File: src/rtl/seno_rom_arbiter_if.sv
// seno_rom_arbiter_if: CPU, stream and ROM signals between requesters and the sine ROM arbiter
interface seno_rom_arbiter_if #(
    parameter int AW = 13,
    parameter int DW = 32
);
    logic          cpu_req;
    logic [31:0]   cpu_addr;
    logic          cpu_stall;
    logic          cpu_valid;
    logic [DW-1:0] cpu_rdata;
    logic          cpu_err;
    logic          stream_start;
    logic          stream_stop;
    logic [AW-1:0] stream_base;
    logic [AW-1:0] stream_len;
    logic [AW-1:0] stream_step;
    logic          stream_ready;
    logic          stream_valid;
    logic [DW-1:0] stream_data;
    logic          stream_busy;
    logic [15:0]   stream_count;
    logic [31:0]   rom_addr;
    logic [DW-1:0] rom_rd;

    modport master (
        output cpu_req, cpu_addr, stream_start, stream_stop, stream_base, stream_len,
               stream_step, stream_ready, rom_rd,
        input  cpu_stall, cpu_valid, cpu_rdata, cpu_err, stream_valid, stream_data,
               stream_busy, stream_count, rom_addr
    );

    modport slave (
        input  cpu_req, cpu_addr, stream_start, stream_stop, stream_base, stream_len,
               stream_step, stream_ready, rom_rd,
        output cpu_stall, cpu_valid, cpu_rdata, cpu_err, stream_valid, stream_data,
               stream_busy, stream_count, rom_addr
    );
endinterface

File: src/rtl/seno_rom_arbiter.sv
// seno_rom_arbiter: shares the sine ROM between CPU loads and a wrapping sample stream
module seno_rom_arbiter #(
    parameter int DEPTH      = 8100,
    parameter int AW         = 13,
    parameter int DW         = 32,
    parameter int STARVE_MAX = 4
) (
    input logic              clk,
    input logic              reset,
    seno_rom_arbiter_if.slave bus
);
    localparam int SW = $clog2(STARVE_MAX + 1);
    localparam logic [AW:0] DEPTH_W = (AW+1)'(DEPTH);

    typedef enum logic {IDLE, RUN} state_t;

    state_t        state;
    logic [AW-1:0] base_q, len_q, step_q, offset;
    logic [SW-1:0] starve_cnt;
    logic          stream_want, stream_grant, cpu_grant, cpu_oob, start_ok;
    logic [AW:0]   sum, stream_addr, next_off;

    // CPU wins unless the stream has been starved long enough; stream address wraps once
    always_comb begin
        stream_want  = (state == RUN) & (~bus.stream_valid | bus.stream_ready);
        stream_grant = stream_want & (~bus.cpu_req | (starve_cnt == SW'(STARVE_MAX)));
        cpu_grant    = bus.cpu_req & ~stream_grant;
        cpu_oob      = bus.cpu_addr >= 32'(DEPTH);
        sum          = {1'b0, base_q} + {1'b0, offset};
        stream_addr  = (sum >= DEPTH_W) ? sum - DEPTH_W : sum;
        next_off     = {1'b0, offset} + {1'b0, step_q};
        start_ok     = (state == IDLE) & bus.stream_start & ~bus.stream_stop & (|bus.stream_len)
                     & ({1'b0, bus.stream_base} < DEPTH_W) & (bus.stream_step < bus.stream_len);
    end

    assign bus.cpu_stall   = bus.cpu_req & ~cpu_grant;
    assign bus.stream_busy = state == RUN;
    assign bus.rom_addr    = cpu_grant ? bus.cpu_addr : stream_grant ? 32'(stream_addr) : 32'd0;

    // CPU response, starvation tracking and stream FSM with its sample register
    always_ff @(posedge clk) begin
        if (reset) begin
            state             <= IDLE;
            base_q            <= '0;
            len_q             <= '0;
            step_q            <= '0;
            offset            <= '0;
            starve_cnt        <= '0;
            bus.cpu_valid     <= 1'b0;
            bus.cpu_err       <= 1'b0;
            bus.cpu_rdata     <= '0;
            bus.stream_valid  <= 1'b0;
            bus.stream_data   <= '0;
            bus.stream_count  <= '0;
        end else begin
            bus.cpu_valid <= cpu_grant;
            bus.cpu_err   <= cpu_grant & cpu_oob;
            if (cpu_grant)
                bus.cpu_rdata <= cpu_oob ? {DW{1'b0}} : bus.rom_rd;
            if (~stream_want | stream_grant)
                starve_cnt <= '0;
            else if (cpu_grant && starve_cnt != SW'(STARVE_MAX))
                starve_cnt <= starve_cnt + 1'b1;
            if (start_ok)
                bus.stream_count <= '0;
            else if (bus.stream_valid & bus.stream_ready)
                bus.stream_count <= bus.stream_count + 16'd1;
            if (state == IDLE) begin
                if (start_ok) begin
                    state  <= RUN;
                    base_q <= bus.stream_base;
                    len_q  <= bus.stream_len;
                    step_q <= bus.stream_step;
                    offset <= '0;
                end
            end else if (bus.stream_stop) begin
                state            <= IDLE;
                bus.stream_valid <= 1'b0;
            end else if (stream_grant) begin
                bus.stream_data  <= bus.rom_rd;
                bus.stream_valid <= 1'b1;
                offset <= (next_off >= {1'b0, len_q}) ? AW'(next_off - {1'b0, len_q}) : AW'(next_off);
            end else if (bus.stream_ready) begin
                bus.stream_valid <= 1'b0;
            end
        end
    end
endmodule

File: src/flat_wrapper.sv
// flat-port wrapper written by rule: the top's interface ports become plain ports
module seno_rom_arbiter_flat 
#(
    parameter int DEPTH      = 8100,
    parameter int AW         = 13,
    parameter int DW         = 32,
    parameter int STARVE_MAX = 4
)
  (clk, reset, bus_cpu_req, bus_cpu_addr, bus_stream_start, bus_stream_stop, bus_stream_base, bus_stream_len, bus_stream_step, bus_stream_ready, bus_rom_rd, bus_cpu_stall, bus_cpu_valid, bus_cpu_rdata, bus_cpu_err, bus_stream_valid, bus_stream_data, bus_stream_busy, bus_stream_count, bus_rom_addr);
  seno_rom_arbiter_if #(.AW(AW), .DW(DW)) bus_i ();
  input logic clk;
  input logic reset;
  input wire logic [$bits(bus_i.cpu_req)-1:0] bus_cpu_req;
  input wire logic [$bits(bus_i.cpu_addr)-1:0] bus_cpu_addr;
  input wire logic [$bits(bus_i.stream_start)-1:0] bus_stream_start;
  input wire logic [$bits(bus_i.stream_stop)-1:0] bus_stream_stop;
  input wire logic [$bits(bus_i.stream_base)-1:0] bus_stream_base;
  input wire logic [$bits(bus_i.stream_len)-1:0] bus_stream_len;
  input wire logic [$bits(bus_i.stream_step)-1:0] bus_stream_step;
  input wire logic [$bits(bus_i.stream_ready)-1:0] bus_stream_ready;
  input wire logic [$bits(bus_i.rom_rd)-1:0] bus_rom_rd;
  output wire logic [$bits(bus_i.cpu_stall)-1:0] bus_cpu_stall;
  output wire logic [$bits(bus_i.cpu_valid)-1:0] bus_cpu_valid;
  output wire logic [$bits(bus_i.cpu_rdata)-1:0] bus_cpu_rdata;
  output wire logic [$bits(bus_i.cpu_err)-1:0] bus_cpu_err;
  output wire logic [$bits(bus_i.stream_valid)-1:0] bus_stream_valid;
  output wire logic [$bits(bus_i.stream_data)-1:0] bus_stream_data;
  output wire logic [$bits(bus_i.stream_busy)-1:0] bus_stream_busy;
  output wire logic [$bits(bus_i.stream_count)-1:0] bus_stream_count;
  output wire logic [$bits(bus_i.rom_addr)-1:0] bus_rom_addr;
  assign bus_i.cpu_req = bus_cpu_req;
  assign bus_i.cpu_addr = bus_cpu_addr;
  assign bus_i.stream_start = bus_stream_start;
  assign bus_i.stream_stop = bus_stream_stop;
  assign bus_i.stream_base = bus_stream_base;
  assign bus_i.stream_len = bus_stream_len;
  assign bus_i.stream_step = bus_stream_step;
  assign bus_i.stream_ready = bus_stream_ready;
  assign bus_i.rom_rd = bus_rom_rd;
  assign bus_cpu_stall = bus_i.cpu_stall;
  assign bus_cpu_valid = bus_i.cpu_valid;
  assign bus_cpu_rdata = bus_i.cpu_rdata;
  assign bus_cpu_err = bus_i.cpu_err;
  assign bus_stream_valid = bus_i.stream_valid;
  assign bus_stream_data = bus_i.stream_data;
  assign bus_stream_busy = bus_i.stream_busy;
  assign bus_stream_count = bus_i.stream_count;
  assign bus_rom_addr = bus_i.rom_addr;
  seno_rom_arbiter #(.DEPTH(DEPTH), .AW(AW), .DW(DW), .STARVE_MAX(STARVE_MAX)) u_core (.clk(clk), .reset(reset), .bus(bus_i));
endmodule
File: config.mk
export PLATFORM = sky130hd
export DESIGN_NAME = seno_rom_arbiter_flat
export DESIGN_NICKNAME = d
export VERILOG_FILES = /design/src/rtl/seno_rom_arbiter_if.sv /design/src/rtl/seno_rom_arbiter.sv /design/src/flat_wrapper.sv
export SDC_FILE = /design/constraint.sdc
export NUM_CORES = 1
export LEC_CHECK = 0
export BUFFER_PORTS_ARGS = -buffer_cell sky130_fd_sc_hd__buf_4
export CAP_MARGIN = 20
export CORE_MARGIN = 5
export CORE_UTILIZATION = 50
export CTS_BUF_LIST = sky130_fd_sc_hd__clkbuf_8 sky130_fd_sc_hd__clkbuf_16
export CTS_CLUSTER_SIZE = 28
export DETAILED_ROUTE_END_ITERATION = 10
export PLACE_DENSITY = 0.77
export SYNTH_ARGS = -nofsm -noshare
export SYNTH_HDL_FRONTEND = slang
export SYNTH_SLANG_ARGS = --single-unit
export TNS_END_PERCENT = 50
File: constraint.sdc
create_clock -name clk -period 9.3 [get_ports clk]
set_clock_uncertainty 0.1 [all_clocks]
set_input_delay 0.93 -clock clk [delete_from_list [all_inputs] [get_ports clk]]
set_output_delay 0.93 -clock clk [all_outputs]
set_load 0.005 [all_outputs]
==> parameters.txt <==
Parameter                              Value

Clock network
  H-tree levels ... 4
  CTS tree ... done
  Number of cells upsized or downsized after cts ... 0
  Clock root buffer master ... clkbuf_16
  CTS clk-pin slew, worst paths ... 0.06 ns
  Inserted Clock Buffers ... 17
  Latest clock arrival within the worst-skew pair ... 0.42 ns
  Maximum clock path buffer count ... 2
  Setup Buffers After CTS ... 0
  Clock sink count ... 139
  CTS Hold Bufs ... 0

Drt
  Routed via count divided by cell count ... 5.48
  Wire per inst ... 16.6 um
  DR iter-0 viols ... 417
  WL final ... 23900 um
  TritonRoute pass-1 iters ... 5
  Total via count in the routed design ... 7889
  Final routed DRC violation total ... 0
  Antenna viol nets, final ... 0

Critical path
  Endpoint of the lowest-slack register-to-register path ... u_core.offset[8]
  Critical Path RT ... 9.51 ns
  Crit path from ... u_core.offset[0]
  Kind of cell with the highest combined delay on the critical path ... compound AO/OA/AOI/OAI gates
  Largest fanout on the critical path ... 15
  Nature of the critical path endpoint ... register
  Category of the worst setup path launch point ... register
  Count of cells along the worst register-to-register path ... 16
  Longest individual stage delay on the worst path ... 0.57 ns
  Start of the worst register-to-register path ... u_core.offset[0]
  Register-to-register setup slack ... 4.56 ns
  Type of the setup path with the least slack ... register to register
  Slowest cell on the critical path ... a311o_1
  Buf+Inv Stages, Crit Path ... 1
  Data arrival time of the worst path ... 4.96 ns
  Critical path, cell by cell ... ha_1 > inv_1 > fa_1 > nor2b_1 > o21ai_0 > a21oi_1 > nor4bb_1 > nor2_1 > o311ai_0 > ha_1 > a21o_1 > a221oi_1 > a21oi_1 > a311o_1 > mux2_4 > a22o_1

Timing
  Minimum clock period ... 4.74 ns
  Count of endpoints failing setup in the final report ... 0
  Portion of the clock cycle consumed by the worst path in the final layout ... 51.0%
  Top achievable clock speed ... 211 MHz
  Post-route setup TNS ... 0 ns
  Final Max Slew Viols ... 0
  Max-slew headroom ... 36.9%
  RSZ-0062 raised after global routing ... false
  Final number of hold-violating endpoints ... 0
  Slew of the pin with the lowest slew margin ... 0.947 ns

Yosys
  Synthesized cell area ... 0.00829 sq mm
  Post-synthesis share of cell area spent on xor and xnor gates ... 4.66%
  Post-synthesis mux area share ... 6.72%
  Area share of fa/ha/maj cells after synthesis ... 9.18%
  Most frequently used flop master after synthesis ... dfxtp_1
  Cell types with the highest counts after synthesis ... 144 x nand2_1, 139 x dfxtp_1, 90 x nor2_1, 89 x a21oi_1, 56 x ha_1
  Synthesized instance count ... 1007
  Area share of and/or/nand/nor cells after synthesis ... 23.1%
  Async SR Flop Fraction ... 0%
  Syn Area/Cell ... 8.23 sq um
  Sequential fraction of the synthesis area ... 33.6%
  Area share of the largest cell type after synthesis ... 33.6%
  Leading post-synthesis cells by cell area ... dfxtp_1 34%, ha_1 8.5%, nand2_1 6.5%, mux2i_1 6.4%, a21oi_1 5.4%
  Number of distinct library cell variants in the gate-level netlist after synthesis ... 84
  Flip-flop and latch count after synthesis ... 139
  EDFF count, synth ... 0
  Largest family of logic cells by synthesized area ... simple AND/OR/NAND/NOR gates
  Most common cell in the synthesized netlist ... nand2_1
  Biggest area consumer among synthesized cells ... dfxtp_1
  Fraction of the mapped netlist area in compound gates ... 17.6%
  Ys Warns ... 0
  Number of nets in the synthesized netlist ... 1175

Power and ir drop
  Switching share of total power ... 28.3%
  P per Cell Area ... 152 mW/mm^2
  Share of total power in the clock network ... 43.6%
  Sw Pwr ... 0.458 mW
  Total power ... 1.62 mW
  Maximum ir drop on the vdd rail ... 131 uV
  Internal power ... 1.16 mW
  Fraction of power consumed by sequential logic ... 37.9%
  Combinational power share ... 18.6%
  Reported leakage power ... 4.72 nW

Floorplan
  Starting density of the core ... 50.5%
  Number of core rows ... 47
  Die Footprint ... 0.0193 sq mm
  Core area ... 0.0164 sq mm
  I/O pin cnt ... 226
  Horizontal die dimension ... 139 um
  Die span in y ... 139 um

Hold path
  Worst hold path cell count ... 2
  Tightest Hold Check Type ... register to register
  Sink of the worst hold path ... u_core.bus.cpu_rdata[28]
  Source of the worst hold timing path ... u_core.bus.cpu_rdata[28]

Global route
  Vias in the first global route ... 7338
  Wire length of the first global-routing pass ... 38000 um
  Total congestion overflow ... 0
  Initial antenna violation count ... 0
  Largest net degree at the start of global routing ... 92
  Total global-route track usage ... 23.8%

Final layout
  N_diodes ... 0
  Synthesis-to-layout area growth ... 29.1%
  Share of final-layout standard cells stronger than drive strength 1 ... 24.6%
  Nets@finish ... 1374

Status
  Run status ... finished clean

Place
  Routability congestion estimate ... 0.958
  Post-DP HPWL ... 18000 um
  Count of input and output buffers ... 225

Run
  Maximum Capacitance Violations ... 0
## area by class of cell
type                            instances  area (sq um)
Clock inverter                         14           179
Inverter                               47           176
Tap cell                              220           275
Sequential cell                       139          2780
Fill cell                            1403          5700
Multi-Input combinational cell        767          5090
Clock buffer                           18           439
Timing Repair Buffer                  234          1760
## metal layers
metal	part of all wire [%]	up-vias	track usage, %
met4	1.6	0	5.92
met5	0	-	0
met1	45	3668	30.4
li1	-	3957	-
met2	48	239	41.1
met3	5.6	25	5.45
## power groups by stage
stage / Combinational [mW] / Sequential (mW) / Clock, mW
4_1_cts: 0.300 / 0.614 / 0.716
6_report: 0.301 / 0.614 / 0.707
3_3_place_gp: 0.296 / 0.627 / 0
3_5_place_dp: 0.297 / 0.627 / 0
2_1_floorplan: 0.200 / 0.625 / 0
5_1_grt: 0.330 / 0.615 / 0.745
## flip-flops by register name (all words and copies together) (netlist names), 3 cells and up
register	cells
u_core.bus.cpu_rdata	32
u_core.bus.stream_data	32
u_core.bus.stream_count	16
u_core.base_q	13
u_core.len_q	13
u_core.offset	13
u_core.step_q	13
u_core.starve_cnt	3
## through the flow
step | area, sq um | util, % | worst slack, ns | hold slack, ns | std cells
final | 10700 | 65.2 | 4.56 | 0.352 | 1439
after CTS | 10700 | 65.2 | 4.58 | 0.353 | 1439
after detailed placement | 10100 | 61.5 | 4.67 | 0.344 | 1407
after floorplan | 8290 | - | 5.31 | 0.317 | 1007
after global placement | 10100 | 61.5 | 4.76 | 0.328 | 1407
after global routing | 10700 | 65.2 | 4.12 | 0.364 | 1439
## worst min-delay path, stage by stage, from the launching register on
cell and delay (ns):
dfxtp_1 0.31, nand2_1 0.05, a21oi_1 0.05
## how the worst max path moves through the flow
stage | depth (start not counted) | end | slack [ns]
after global routing | 16 | u_core.offset[8] | 4.12
after detailed placement | 16 | u_core.offset[8] | 4.67
after floorplan | 17 | u_core.offset[8] | 5.31
after CTS | 16 | u_core.offset[8] | 4.58
final | 16 | u_core.offset[8] | 4.56
after global placement | 16 | u_core.offset[8] | 4.76
## cell usage in the layout (no fill, tap or decap), drive strengths merged, types with 19 or more instances in the layout
cell and n:
a21oi 91, and3 30, buf 234, dfxtp 139
ha 56, inv 54, mux2i 53, nand2 144
nand3 51, nor2 91, xnor2 23, xor2 19
## logic make-up after synthesis
family                   Yosys count
multiplexers                      55
AO/OA/AOI/OAI                    209
XOR/XNOR                          42
adder cells (fa/ha/maj)           59
buffers and inverters            101
AND/OR/NAND/NOR                  402
flip-flops                       139
(Power assumes the default switching activity.)
